<file path="src/rtl/tick_pkg.sv">
// Shared types and defaults for the tick generator.
// State encoding and default bus/counter widths.
package tick_pkg;

    localparam int DEFAULT_DIV_W = 32;
    localparam int DEFAULT_CNT_W = 16;

    typedef enum logic [1:0] {
        IDLE = 2'd0,
        ARM  = 2'd1,
        RUN  = 2'd2
    } tick_state_t;

endpackage

</file>
<file path="src/rtl/tick_generator_if.sv">
// Tap bundle between the tick generator control and its edge detector.
// bus is the divided-clock bus, idx the tap index, en the tick gate.
interface tick_generator_if #(
    parameter int DIV_W = 32
);
    localparam int SEL_W = $clog2(DIV_W);

    logic [DIV_W-1:0] bus;
    logic [SEL_W-1:0] idx;
    logic             en;

    modport master (
        output bus,
        output idx,
        output en
    );

    modport slave (
        input bus,
        input idx,
        input en
    );
endinterface

</file>
<file path="src/rtl/tick_generator_edge_detect.sv">
// Samples the selected tap each cycle and flags a gated rising edge.
// bit_q runs in every state so it is fresh whenever the gate opens.
module edge_detect (
    input  logic             clock,
    input  logic             reset,
    tick_generator_if.slave  tap,
    output logic             rise
);

    logic bit_d;
    logic bit_q;

    always_comb begin
        bit_d = tap.bus[tap.idx];
    end

    always_ff @(posedge clock) begin
        if (reset) begin
            bit_q <= 1'b0;
        end else begin
            bit_q <= bit_d;
        end
    end

    always_comb begin
        rise = tap.en && !bit_q && bit_d;
    end

endmodule

</file>
<file path="src/rtl/tick_generator.sv">
// One-cycle tick per rising edge of a selectable divided-clock tap.
// Define TICK_COUNT_EN to add count_clr / tick_count (wrapping counter).
module tick_generator
    import tick_pkg::*;
#(
    parameter int DIV_W = DEFAULT_DIV_W,
    parameter int CNT_W = DEFAULT_CNT_W
) (
    input  logic                     clock,
    input  logic                     reset,
    input  logic [DIV_W-1:0]         divided_clocks,
    input  logic                     enable,
    input  logic [$clog2(DIV_W)-1:0] sel,
    input  logic                     sel_valid,
    output logic                     sel_ready,
    output logic                     tick,
    output logic                     running
`ifdef TICK_COUNT_EN
    ,
    input  logic                     count_clr,
    output logic [CNT_W-1:0]         tick_count
`endif
);

    localparam int SEL_W = $clog2(DIV_W);
    localparam logic [SEL_W-1:0] SEL_MAX = SEL_W'(DIV_W - 1);

    tick_state_t      state_q;
    tick_state_t      state_d;
    logic [SEL_W-1:0] sel_q;
    logic [SEL_W-1:0] sel_d;
    logic             tick_q;
    logic             tick_d;
    logic             load;
    logic             rise;

    tick_generator_if #(.DIV_W(DIV_W)) tap_if ();

    assign sel_ready = (state_q != ARM);
    assign running   = (state_q == RUN);
    assign tick      = tick_q;
    assign load      = sel_valid && sel_ready;

    always_comb begin
        state_d = state_q;
        unique case (state_q)
            IDLE: if (enable) state_d = ARM;
            ARM:  state_d = enable ? RUN : IDLE;
            RUN: begin
                if (!enable) begin
                    state_d = IDLE;
                end else if (load) begin
                    state_d = ARM;
                end
            end
            default: state_d = IDLE;
        endcase
    end

    always_comb begin
        sel_d = sel_q;
        if (load) begin
            sel_d = (int'(sel) >= DIV_W) ? SEL_MAX : sel;
        end
    end

    // Gate on staying in RUN: leaving (disable or reload) must not emit a tick.
    assign tap_if.bus = divided_clocks;
    assign tap_if.idx = sel_q;
    assign tap_if.en  = (state_q == RUN) && (state_d == RUN);

    edge_detect u_edge (
        .clock (clock),
        .reset (reset),
        .tap   (tap_if.slave),
        .rise  (rise)
    );

    assign tick_d = rise;

    always_ff @(posedge clock) begin
        if (reset) begin
            state_q <= IDLE;
            sel_q   <= '0;
            tick_q  <= 1'b0;
        end else begin
            state_q <= state_d;
            sel_q   <= sel_d;
            tick_q  <= tick_d;
        end
    end

`ifdef TICK_COUNT_EN
    logic [CNT_W-1:0] cnt_q;
    logic [CNT_W-1:0] cnt_d;

    // Clear wins over a coincident tick.
    always_comb begin
        cnt_d = cnt_q + CNT_W'(tick_d);
        if (count_clr) begin
            cnt_d = '0;
        end
    end

    always_ff @(posedge clock) begin
        if (reset) begin
            cnt_q <= '0;
        end else begin
            cnt_q <= cnt_d;
        end
    end

    assign tick_count = cnt_q;
`endif

endmodule

</file>
<file path="config.mk">
export PLATFORM = sky130hd
export DESIGN_NAME = tick_generator
export DESIGN_NICKNAME = d
export VERILOG_FILES = /design/src/rtl/tick_pkg.sv /design/src/rtl/tick_generator_if.sv /design/src/rtl/tick_generator_edge_detect.sv /design/src/rtl/tick_generator.sv
export SDC_FILE = /design/constraint.sdc
export NUM_CORES = 1
export LEC_CHECK = 0
export CORE_ASPECT_RATIO = 0.8
export CORE_MARGIN = 4
export CORE_UTILIZATION = 34
export DETAILED_ROUTE_END_ITERATION = 16
export GPL_TIMING_DRIVEN = 0
export HOLD_SLACK_MARGIN = 0.08
export PLACE_DENSITY = 0.79
export SLEW_MARGIN = 20
export SYNTH_ARGS = -nofsm -noshare
export SYNTH_HDL_FRONTEND = slang
export SYNTH_SLANG_ARGS = --single-unit
export TNS_END_PERCENT = 5
</file>
<file path="constraint.sdc">
create_clock -name clock -period 2.1 [get_ports clock]
set_clock_uncertainty 0.15 [all_clocks]
set_input_delay 0.42 -clock clock [delete_from_list [all_inputs] [get_ports clock]]
set_output_delay 0.42 -clock clock [all_outputs]
set_load 0.01 [all_outputs]
</file>
# After elaboration in Yosys (flattened, before gate mapping)
# Cells that the tools add are included.
# W data, S select, Z words.
dict set report word_totals {
  register_bits 9
  in_bits 41
  word_cells 22
}
dict set report classes {
  n_lt_le_gt_ge 1
  eq_ne 4
  mux 7
  reduce_logical 6
}
# cell n
set ops {}
lappend ops {{$mux W2} 4}
lappend ops {{$lt A5 B6 Y1 const B} 1}
lappend ops {{$pmux W2 S3} 1}
lappend ops {{$bmux W1 S5} 1}
lappend ops {{$eq A2 B2 Y1 const B} 2}
lappend ops {{$logic_and A1 B1 Y1} 4}
lappend ops {{$eq A2 B1 Y1 const B} 1}
lappend ops {{$logic_not A2 Y1} 1}
lappend ops {{$ne A2 B1 Y1 const B} 1}
lappend ops {{$logic_not A1 Y1} 1}
lappend ops {{$mux W1} 1}

# Logic depth before layout (Yosys ltp)
dict set report logic_depth {
  word_depth 9
  mapped_depth 7
}

# Hierarchy
# From an unflattened synthesis, not the netlist that was laid out.
dict set report unflattened {
  hier_cells 78
  area_unflattened_um2 715.7
}
# mod n_inst cells_per_inst area_each_um2
set by_module_without_submodules {}
lappend by_module_without_submodules {tick_generator 1 36 360.3}
lappend by_module_without_submodules {edge_detect 1 42 355.3}

# Worst setup path after synthesis
# OpenSTA, ideal clock, no wires.
dict set report synth_timing {
  kind {register to register}
  startpoint {register sel_q[1]}
  endpoint {register tick_q (netlist: tick)}
  setup_time_ns 0.088
  arrival_time_ns 1.281
  required_ns 1.862
  setup_slack_ns 0.581
  path_stages_with_launch 8
  synth_period_minus_slack_ns 1.519
  path_cell_list {dfxtp_1 buf_6 buf_12 mux2i_1 a22oi_1 nand3_1 and4_4 nor4_2}
}
dict set report synth_between {
  elab_chain_len 3
}
# element line_no
set synth_lines {}
lappend synth_lines {{start, declared} tick_generator.sv:30} ;# logic [SEL_W-1:0] sel_q;
lappend synth_lines {{start signal, assigned} tick_generator.sv:88} ;# sel_q <= sel_d;
lappend synth_lines {{$bmux W1 S5} tick_generator_edge_detect.sv:14} ;# bit_d = tap.bus[tap.idx];
lappend synth_lines {{$mux W1 (implied by the code)} tick_generator_edge_detect.sv:14}
lappend synth_lines {{$logic_and A1 B1 Y1} tick_generator_edge_detect.sv:26} ;# rise = tap.en && !bit_q && bit_d;
lappend synth_lines {{end signal, assigned} tick_generator.sv:89} ;# tick_q <= tick_d;
lappend synth_lines {{end, declared} tick_generator.sv:32} ;# logic tick_q;
# No other way between the ends. The select of a mux whose other input is x is not followed.
# A chain may end at the register's enable or synchronous reset.

# Worst setup path after layout
dict set report layout_timing {
  startpoint {register state_q[1]}
  endpoint {output sel_ready}
}
dict set report layout_between {
  elab_chain_len 1
}
# element line_no
set layout_lines {}
lappend layout_lines {{start, declared} tick_generator.sv:28} ;# tick_state_t state_q;
lappend layout_lines {{start signal, assigned} tick_generator.sv:87} ;# state_q <= state_d;
lappend layout_lines {{$ne A2 B1 Y1} tick_generator.sv:39} ;# assign sel_ready = (state_q != ARM);
lappend layout_lines {{end, declared} tick_generator.sv:15} ;# output logic sel_ready,
# No other way between the ends.

==> flow_summary.yaml <==
timing:
  fmax_ghz: 0.4974
  setup_viol: 0
  worst_pin_slew_ps: 327.4
  rsz0062_at_grt: "no"
  drv_slew: 0
  final.min_clock_period_ps: 2011
  max_slew_margin_pct: 78.13
  period_share_pct: 95.74
  hold_violations: 0
  finalHoldWorstSlack_ps: 273.4
  setup_tns_ps: 0
synth:
  synth_xor_area_share_pct: 0
  ys_types: 18
  synth_fa_ha_area_share_pct: 0
  yosys_register_bits: 9
  synth_nets: 119
  yosysTopAreaCell: "dfxtp_1"
  synth_compound_area_share_pct: 12.67
  synth_top_family_by_area: "simple AND/OR/NAND/NOR gates"
  synth_cells: 78
  synthMuxAreaShare_pct: 24.57
  synthTopCellsByArea: "dfxtp_1, mux2i_1, a21oi_1"
  ys_seq_area_share_pct: 27.64
  ys_warn_count: 0
  synth_area_um2: 651.9
  yosysTopAreaCellShare_pct: 27.64
  syn_avg_cell_area_um2: 8.357
  synth-simple-area-share_pct: 29.17
placement:
  dp_hpwl_um: 1633
  port_buffers: 42
  place_congestion: 0.7969
  place_inst: 142
final_layout:
  final_cell_mix: "clkdlybuf4s50_1, mux2i_1, nand2_1"
  nets: 165
  layout-drive-gt1-share_pct: 6.504
  fillers: 148
  layout_commonest_cell: "clkdlybuf4s50_1"
  final_cells: 145
  antenna_cells: 0
  area.growth.synth_to_final_pct: 72.17
cts:
  clkLatencyLatePin_ps: 260
  cts_root_buf: "clkbuf_4"
  clkSinkCount: 9
  clk_pin_slew_ps: 60
  numCtsBuffers: 3
  hold_buffers: 0
  cts_setup_buffers: 0
  cts_resized: 0
  cts_tree: "yes"
  cts_buffer_depth: 2
  htreeDepth: 1
critical_path:
  setup.worst_path.end_class: "output pin"
  path_max_fanout: 8
  arrival_ps: 1440
  cpMaxStageDelayCell: "clkdlybuf4s50_1"
  start_kind: "flip-flop"
  required_ps: 1530
  cpPeakStageDelay_ps: 600
  critical_path_class: "flip-flop to output pin"
  crit_chain: "nand2b_1 > clkdlybuf4s50_1"
floorplan:
  die_area_mm2: 0.002686
  io_pins: 44
  rows: 13
  die_y_um: 47.17
  initial_utilization_pct: 37.81
  die_x_um: 56.96
  core_mm2: 0.001724
grt:
  grt_pass1_wl_um: 2932
  overflow: 0
  antenna_found_initial: 0
  grt_max_degree: 11
  first_global_vias: 677
  grtUsageTotal_pct: 14.08
pwr:
  p_total_mw: 0.4853
  vdd.ir_drop.worst_uv: 533.4
  leakage_nw: 0.3983
  pwr_density_cell_mw_per_mm2: 432.4
routing:
  drt-initial-drc-count: 16
  vias_per_cell: 5.117
  drc: 0
  final_antenna_net_count: 0
  dr.pass1.iters: 4
  wire_per_inst_um: 13.24
  routed_wl_um: 1920
  num_vias: 742
flow_run:
  max_cap_viol_count: 0
outcome:
  outcome: "finished clean"
hold_path:
  hold_path.class: "flip-flop to flip-flop"
[final cells by class]
cell class,instances,area [um2],share of cell area [%]
clock buffer,4,26.28,2.341
sequential,9,180.2,16.05
buffer,3,35.03,3.122
tap,22,27.53,2.453
timing repair buffer,42,420.4,37.46
multi-input combinational,65,432.9,38.57
[per-stage QoR]
step	util (%)	worst slack (ps)	cell area, um2
finish	65.09	89.39	1122
CTS	65.09	78.96	1122
detailed placement	63.79	99.22	1100
global route	65.09	14.66	1122
global placement	63.79	154.9	1100
floorplan	-	580.8	651.9
[cells in the mapped netlist (all sizes together)]
cell type	number
mux2i	16
nand2	11
a21oi	9
dfxtp	9
nand3	9
nand2b	5
a22oi	4
nor2b	4
buf	2
clkbuf	2
nor2	2
a211oi	1
and2	1
and4	1
nor3	1
nor4	1
[final timing paths]
path / startpoint / endpoint / slack, ps / cells after the start
setup / recovery: state_q[1] / sel_ready / 90 / 2
hold / removal: u_edge.bit_q / tick / 270 / 1
setup reg to reg: sel_q[1] / tick / 490 / 7
hold reg to reg: u_edge.bit_q / tick / 270 / 1
[kinds of logic (layout without fill, tap and decap cells)]
group	count (synthesis)	in the layout
AO/OA/AOI/OAI	14	14
buffers and inverters	4	49
flip-flops	9	9
multiplexers	16	16
AND/OR/NAND/NOR	35	35
[critical path: cells and delay by family (launching register included)]
family	cells	cell delay [ps]
buf+inv	1	600
simple gates	1	260
flops	1	330
[report_power, final]
group          total, mW  internal (mW)  switching (mW)  leakage [nW]
Clock              0.131         0.0731          0.0577        0.0150
Sequential         0.188          0.181         0.00752        0.0739
Combinational      0.166          0.108          0.0579         0.309
Total              0.485          0.362           0.123         0.398
[flip-flops by register name (all words and copies together), names as in the netlist]
signal	count
state_q	2
sel_q	5
u_edge.bit_q	1
tick	1
[metal layers]
layer | wire length [um] | up-vias | track usage (%)
met3 | 187 | 2 | 6.044
met1 | 819 | 340 | 16.72
met5 | 0 | - | 0
li1 | - | 372 | -
met2 | 900 | 28 | 24.37
met4 | 12 | 0 | 2.778
No activity file was read; power rests on OpenSTA's default activity.
